[src/rtl/processor_pkg.sv]
// Shared front-end types and constants for the instruction fetch path.
package processor_pkg;

  localparam int WORD_W = 32;
  localparam int ADDR_W = 32;

  localparam logic [ADDR_W-1:0] RESET_PC = '0;
  localparam logic [WORD_W-1:0] NOP      = 32'h0000_0013;

  typedef struct packed {
    logic [WORD_W-1:0] word;
    logic [ADDR_W-1:0] pc;
  } fetch_entry_t;

endpackage

[src/rtl/instruction_fetch_unit_fetch_queue.sv]
// Prefetch FIFO with flush; pointers carry one extra wrap bit.
module fetch_queue #(
  parameter  int DEPTH = 4,
  parameter  int WIDTH = 64,
  localparam int AW    = $clog2(DEPTH)
) (
  input  logic             clk,
  input  logic             rst,
  input  logic             flush,
  input  logic             push,
  input  logic [WIDTH-1:0] wdata,
  input  logic             pop,
  output logic [WIDTH-1:0] rdata,
  output logic [AW:0]      count,
  output logic             full,
  output logic             empty
);

  localparam logic [AW:0] ONE = (AW+1)'(1);

  logic [AW:0]      wptr_q, wptr_d;
  logic [AW:0]      rptr_q, rptr_d;
  logic [WIDTH-1:0] mem_q [DEPTH];
  logic [WIDTH-1:0] mem_d [DEPTH];

  assign empty = (wptr_q == rptr_q);
  assign full  = (wptr_q[AW] != rptr_q[AW]) &&
                 (wptr_q[AW-1:0] == rptr_q[AW-1:0]);
  assign count = wptr_q - rptr_q;
  assign rdata = mem_q[rptr_q[AW-1:0]];

  always_comb begin
    wptr_d = wptr_q;
    rptr_d = rptr_q;
    mem_d  = mem_q;
    if (flush) begin
      wptr_d = '0;
      rptr_d = '0;
    end else begin
      if (push && !full) begin
        mem_d[wptr_q[AW-1:0]] = wdata;
        wptr_d = wptr_q + ONE;
      end
      if (pop && !empty) begin
        rptr_d = rptr_q + ONE;
      end
    end
  end

  always_ff @(posedge clk or posedge rst) begin
    if (rst) begin
      wptr_q <= '0;
      rptr_q <= '0;
      for (int i = 0; i < DEPTH; i++) mem_q[i] <= '0;
    end else begin
      wptr_q <= wptr_d;
      rptr_q <= rptr_d;
      mem_q  <= mem_d;
    end
  end

endmodule

[src/rtl/instruction_fetch_unit.sv]
// Fetch stage: PC counter, RAM read credit and redirect squash.
// Define IFU_BYPASS_EN to forward returning words past an empty queue.
module instruction_fetch_unit #(
  parameter int DEPTH  = 4,
  parameter int ADDR_W = processor_pkg::ADDR_W,
  parameter logic [ADDR_W-1:0] RESET_PC =
    ADDR_W'(processor_pkg::RESET_PC)
) (
  input  logic              clk,
  input  logic              rst,
  output logic [ADDR_W-1:0] mem_a,
  output logic              mem_rw,
  input  logic [31:0]       mem_dout,
  input  logic              redirect_valid,
  input  logic [ADDR_W-1:0] redirect_pc,
  output logic              inst_valid,
  input  logic              inst_ready,
  output logic [31:0]       inst,
  output logic [ADDR_W-1:0] inst_pc
);

  import processor_pkg::*;

  localparam int AW = $clog2(DEPTH);
  localparam logic [AW+1:0] DEPTH_C = (AW+2)'(DEPTH);

  typedef struct packed {
    logic [WORD_W-1:0] word;
    logic [ADDR_W-1:0] pc;
  } entry_t;

  logic [ADDR_W-1:0] fetch_pc_q, fetch_pc_d;
  logic [ADDR_W-1:0] inflight_pc_q, inflight_pc_d;
  logic              inflight_q, inflight_d;

  logic              issue;
  logic              byp;
  logic [AW+1:0]     credit;
  logic [AW:0]       q_count;
  logic              q_full, q_empty;
  logic              q_push, q_pop;
  entry_t            q_head, push_entry;

  assign mem_a  = fetch_pc_q;
  assign mem_rw = 1'b0;
  assign credit = {1'b0, q_count} + {{(AW+1){1'b0}}, inflight_q};

  // Credit counts the in-flight read so a return can never hit a full queue
  always_comb begin
    issue         = !redirect_valid && !q_full && (credit < DEPTH_C);
    fetch_pc_d    = fetch_pc_q;
    inflight_pc_d = inflight_pc_q;
    inflight_d    = issue;
    if (redirect_valid) begin
      fetch_pc_d = redirect_pc;
    end else if (issue) begin
      fetch_pc_d    = fetch_pc_q + ADDR_W'(1);
      inflight_pc_d = fetch_pc_q;
    end
  end

  always_comb begin
`ifdef IFU_BYPASS_EN
    byp = inflight_q && q_empty;
`else
    byp = 1'b0;
`endif
    push_entry = '{word: mem_dout, pc: inflight_pc_q};
    inst_valid = byp || !q_empty;
    inst       = byp ? mem_dout      : q_head.word;
    inst_pc    = byp ? inflight_pc_q : q_head.pc;
    q_push     = inflight_q && !(byp && inst_ready);
    q_pop      = !byp && !q_empty && inst_ready;
  end

  always_ff @(posedge clk or posedge rst) begin
    if (rst) begin
      fetch_pc_q    <= RESET_PC;
      inflight_pc_q <= '0;
      inflight_q    <= 1'b0;
    end else begin
      fetch_pc_q    <= fetch_pc_d;
      inflight_pc_q <= inflight_pc_d;
      inflight_q    <= inflight_d;
    end
  end

  fetch_queue #(
    .DEPTH (DEPTH),
    .WIDTH ($bits(entry_t))
  ) u_queue (
    .clk   (clk),
    .rst   (rst),
    .flush (redirect_valid),
    .push  (q_push),
    .wdata (push_entry),
    .pop   (q_pop),
    .rdata (q_head),
    .count (q_count),
    .full  (q_full),
    .empty (q_empty)
  );

endmodule
[config.mk]
export PLATFORM = sky130hd
export DESIGN_NAME = instruction_fetch_unit
export DESIGN_NICKNAME = d
export VERILOG_FILES = /design/src/rtl/processor_pkg.sv /design/src/rtl/instruction_fetch_unit_fetch_queue.sv /design/src/rtl/instruction_fetch_unit.sv
export SDC_FILE = /design/constraint.sdc
export NUM_CORES = 1
export LEC_CHECK = 0
export ABC_CLOCK_PERIOD_IN_PS = 19800
export BUFFER_PORTS_ARGS = -buffer_cell sky130_fd_sc_hd__buf_2
export CAP_MARGIN = 20
export CORE_MARGIN = 2
export CORE_UTILIZATION = 45
export CTS_BUF_LIST = sky130_fd_sc_hd__clkbuf_4 sky130_fd_sc_hd__clkbuf_8
export CTS_CLUSTER_SIZE = 25
export DETAILED_ROUTE_END_ITERATION = 10
export SLEW_MARGIN = 5
export SYNTH_ARGS = -nofsm -noshare
export SYNTH_HDL_FRONTEND = slang
export SYNTH_HIERARCHICAL = 1
export SYNTH_SLANG_ARGS = --single-unit
[constraint.sdc]
create_clock -name clk -period 19.8 [get_ports clk]
set_input_delay 0.99 -clock clk [delete_from_list [all_inputs] [get_ports clk]]
set_output_delay 0.99 -clock clk [all_outputs]
set_load 0.1 [all_outputs]
==> impl_metrics.tcl <==
set metrics [dict create \
    drt-initial-drc-count 480 \
    io_pins 166 \
    synthesis.area_sq_mm 0.0148 \
    finalNetCount 1291 \
    antenna_cells 0 \
    cp.arrival_ps 4750 \
    final_util_pct 52.8 \
    drv_slew 0 \
    initial_utilization_pct 45.7 \
    avgSynthCellArea_sq_um 14.2 \
    path_class "flop to flop" \
    cap_violations 0 \
    grt-ovfl-total 0 \
    leakagePower_nw 7.90 \
    post-route-period-util_pct 21.7 \
    yosysTopAreaCell "dfrtp_1" \
    ant_nets 0 \
    root_buffer "clkbuf_8" \
    outcome "complete, no violations" \
    yosys_warnings 6 \
    final_cell_mix "dfrtp_1, mux2_2, buf_2" \
    clock_skew_ps 14.1 \
    drt-total-wl_microns 32200 \
    crit_family "simple AND/OR/NAND/NOR gates" \
    max_freq_mhz 233 \
    portBuffers 164 \
    yosysSeqAreaShare_pct 55.2 \
    yosysUniqueCellTypes 51 \
    h-tree-depth 2 \
    slowest_stage "dfrtp_4" \
    vias_per_cell 5.38 \
    route.detailed.drc 0 \
    clk_latency_ps 570 \
    drtPass1Iterations 5 \
    worst_slack_ps 15500 \
    clkSinkCount 327 \
    hold_class "flop to flop" \
    worst_slew_pin_slew_ps 1040 \
    max_slew_margin_pct 30.5 \
    die_area_sq_mm 0.0344 \
    grt_start_max_net_pins 111 \
    antenna_found_initial 0 \
    cts_hold_buf 0 \
    powerDensity_mw_per_mm2 170 \
    dieWidth_microns 185 \
    cts_buffer_depth 3 \
    post_cts_buffers 0 \
    synthTopCellsByArea "dfrtp_1, mux2_2, mux4_2" \
    syn_nets 1121 \
    wl_per_cell_microns 19.0 \
    synth_edf_count 0 \
    final_common_cell "dfrtp_1" \
    cp_cell_sequence "inv_1, ha_1, nand2_1, nor2_1, nor3_2, nand2_2, buf_4, inv_1, buf_4, nor2_1, o21ai_0, o311ai_0" \
    cts_resized 0 \
    pre_cts_slack_ps 15500 \
    start_kind "flop" \
    die_h_microns 185 \
    finalSetupTns_ps 0 \
    cp.required_ps 20250 \
    path_max_fanout 58 \
    hold_violations 0 \
    cts_buffers 54 \
    clk_pin_slew_worst_paths_ps 60 \
    area_growth_pct 15.6 \
    cts_tree "yes" \
    grt_pass1_wl_microns 52300 \
    drive_above_1_share_pct 49.2 \
    via_count 9124 \
    hpwl_microns 20000 \
    fin_crit_ps 4300 \
    syn_inst 1044 \
    grt_setup_unrepaired "false" \
    synth_top_area_share_pct 55.2 \
    async_reset_ff_share_pct 100 \
    rows 66 \
    end_kind "flop" \
    ys_ff_latch 327 \
    place.gp.congestion 0.809 \
    synth_top_flop_cell "dfrtp_1" \
    grt_pass1_vias 9513 \
    critPathMaxStageDelay_ps 730 \
    setup_violations 0 \
    core_sq_mm 0.0325 \
    critPathBufInv 4 \
    peakVddDrop_mv 0.101 \
    grt_usage_pct 19.4 \
]
-- worst reg2reg max path, delay by kind of cell (launching register included) --
family	cells	cell delay (ps)
fa+ha+maj	1	310
flops	1	730
compound gates	2	320
simple gates	5	1410
buf+inv	4	1420
-- synth_stat cells (all sizes together) (12+ instances only) --
master and instances:
nor2b 12, mux4 64, nand3 12, o21ai 24, mux2 260, inv 14
nor2 19, clkbuf 20, nand4 16, nand2 134, buf 44, dfrtp 327
-- final cells by class --
cell class              count  area, sq um
clock buffers              94         1170
clock inverters             3         17.5
fillers                  2836        15300
inverters                  15         63.8
multi-input cells         638         6200
flip-flops and latches    327         8190
well taps                 442          553
repair buffers            178          926
-- final timing paths --
kind,startpoint,to,slack [ps],cells after the start
max,u_queue/rptr_q[1],mem_a[4],15500,12
min,u_queue/mem_q[110],u_queue/mem_q[110],500,1
max reg2reg,u_queue/rptr_q[1],mem_a[4],15500,12
min reg2reg,u_queue/mem_q[110],u_queue/mem_q[110],500,1
max in group asynchronous,rst,u_queue/mem_q[139],17730,3
min in group asynchronous,rst,u_queue/mem_q[88],530,2
-- metal layers --
metal / wire length [microns] / track usage, % / part of all wire [%]
met5: 0 / 0 / 0
met4: 457 / 4.70 / 1.4
met3: 1810 / 3.78 / 5.6
met2: 14600 / 30.2 / 46
met1: 15300 / 28.1 / 47
-- state kept, by name, summed over array words and instances, names as in the netlist --
register	cells
u_queue/rptr_q	3
inflight_pc_q	32
u_queue/wptr_q	3
inflight_q	1
mem_a	32
u_queue/mem_q	256
-- metrics by stage --
stage	cell area, sq um	total power [mW]	instances	hold slack (ps)
6_report	17100	2.91	1697	498
5_1_grt	17100	3.06	1697	510
4_1_cts	17100	2.95	1697	503
3_5_place_dp	15900	2.31	1600	488
3_3_place_gp	15900	2.29	1600	481
2_1_floorplan	14800	2.10	1044	474
-- cells by family after synthesis --
family / after synthesis / synth area share [%]
XOR/XNOR: 4 / 0.287
multiplexers: 327 / 29.7
adder cells (fa/ha/maj): 9 / 0.811
AND/OR/NAND/NOR: 225 / 7.17
AO/OA/AOI/OAI: 72 / 3.53
buffers and inverters: 79 / 3.26
flip-flops: 327 / 55.2
other: 1 / 0.0253
-- power breakdown --
group / internal [mW] / total (mW) / switching [mW]
sequential: 0.920 / 1.08 / 0.157
combinational: 0.360 / 1.21 / 0.846
clock: 0.369 / 0.626 / 0.257
total: 1.65 / 2.91 / 1.26
Power figures use the tool's default switching activity.
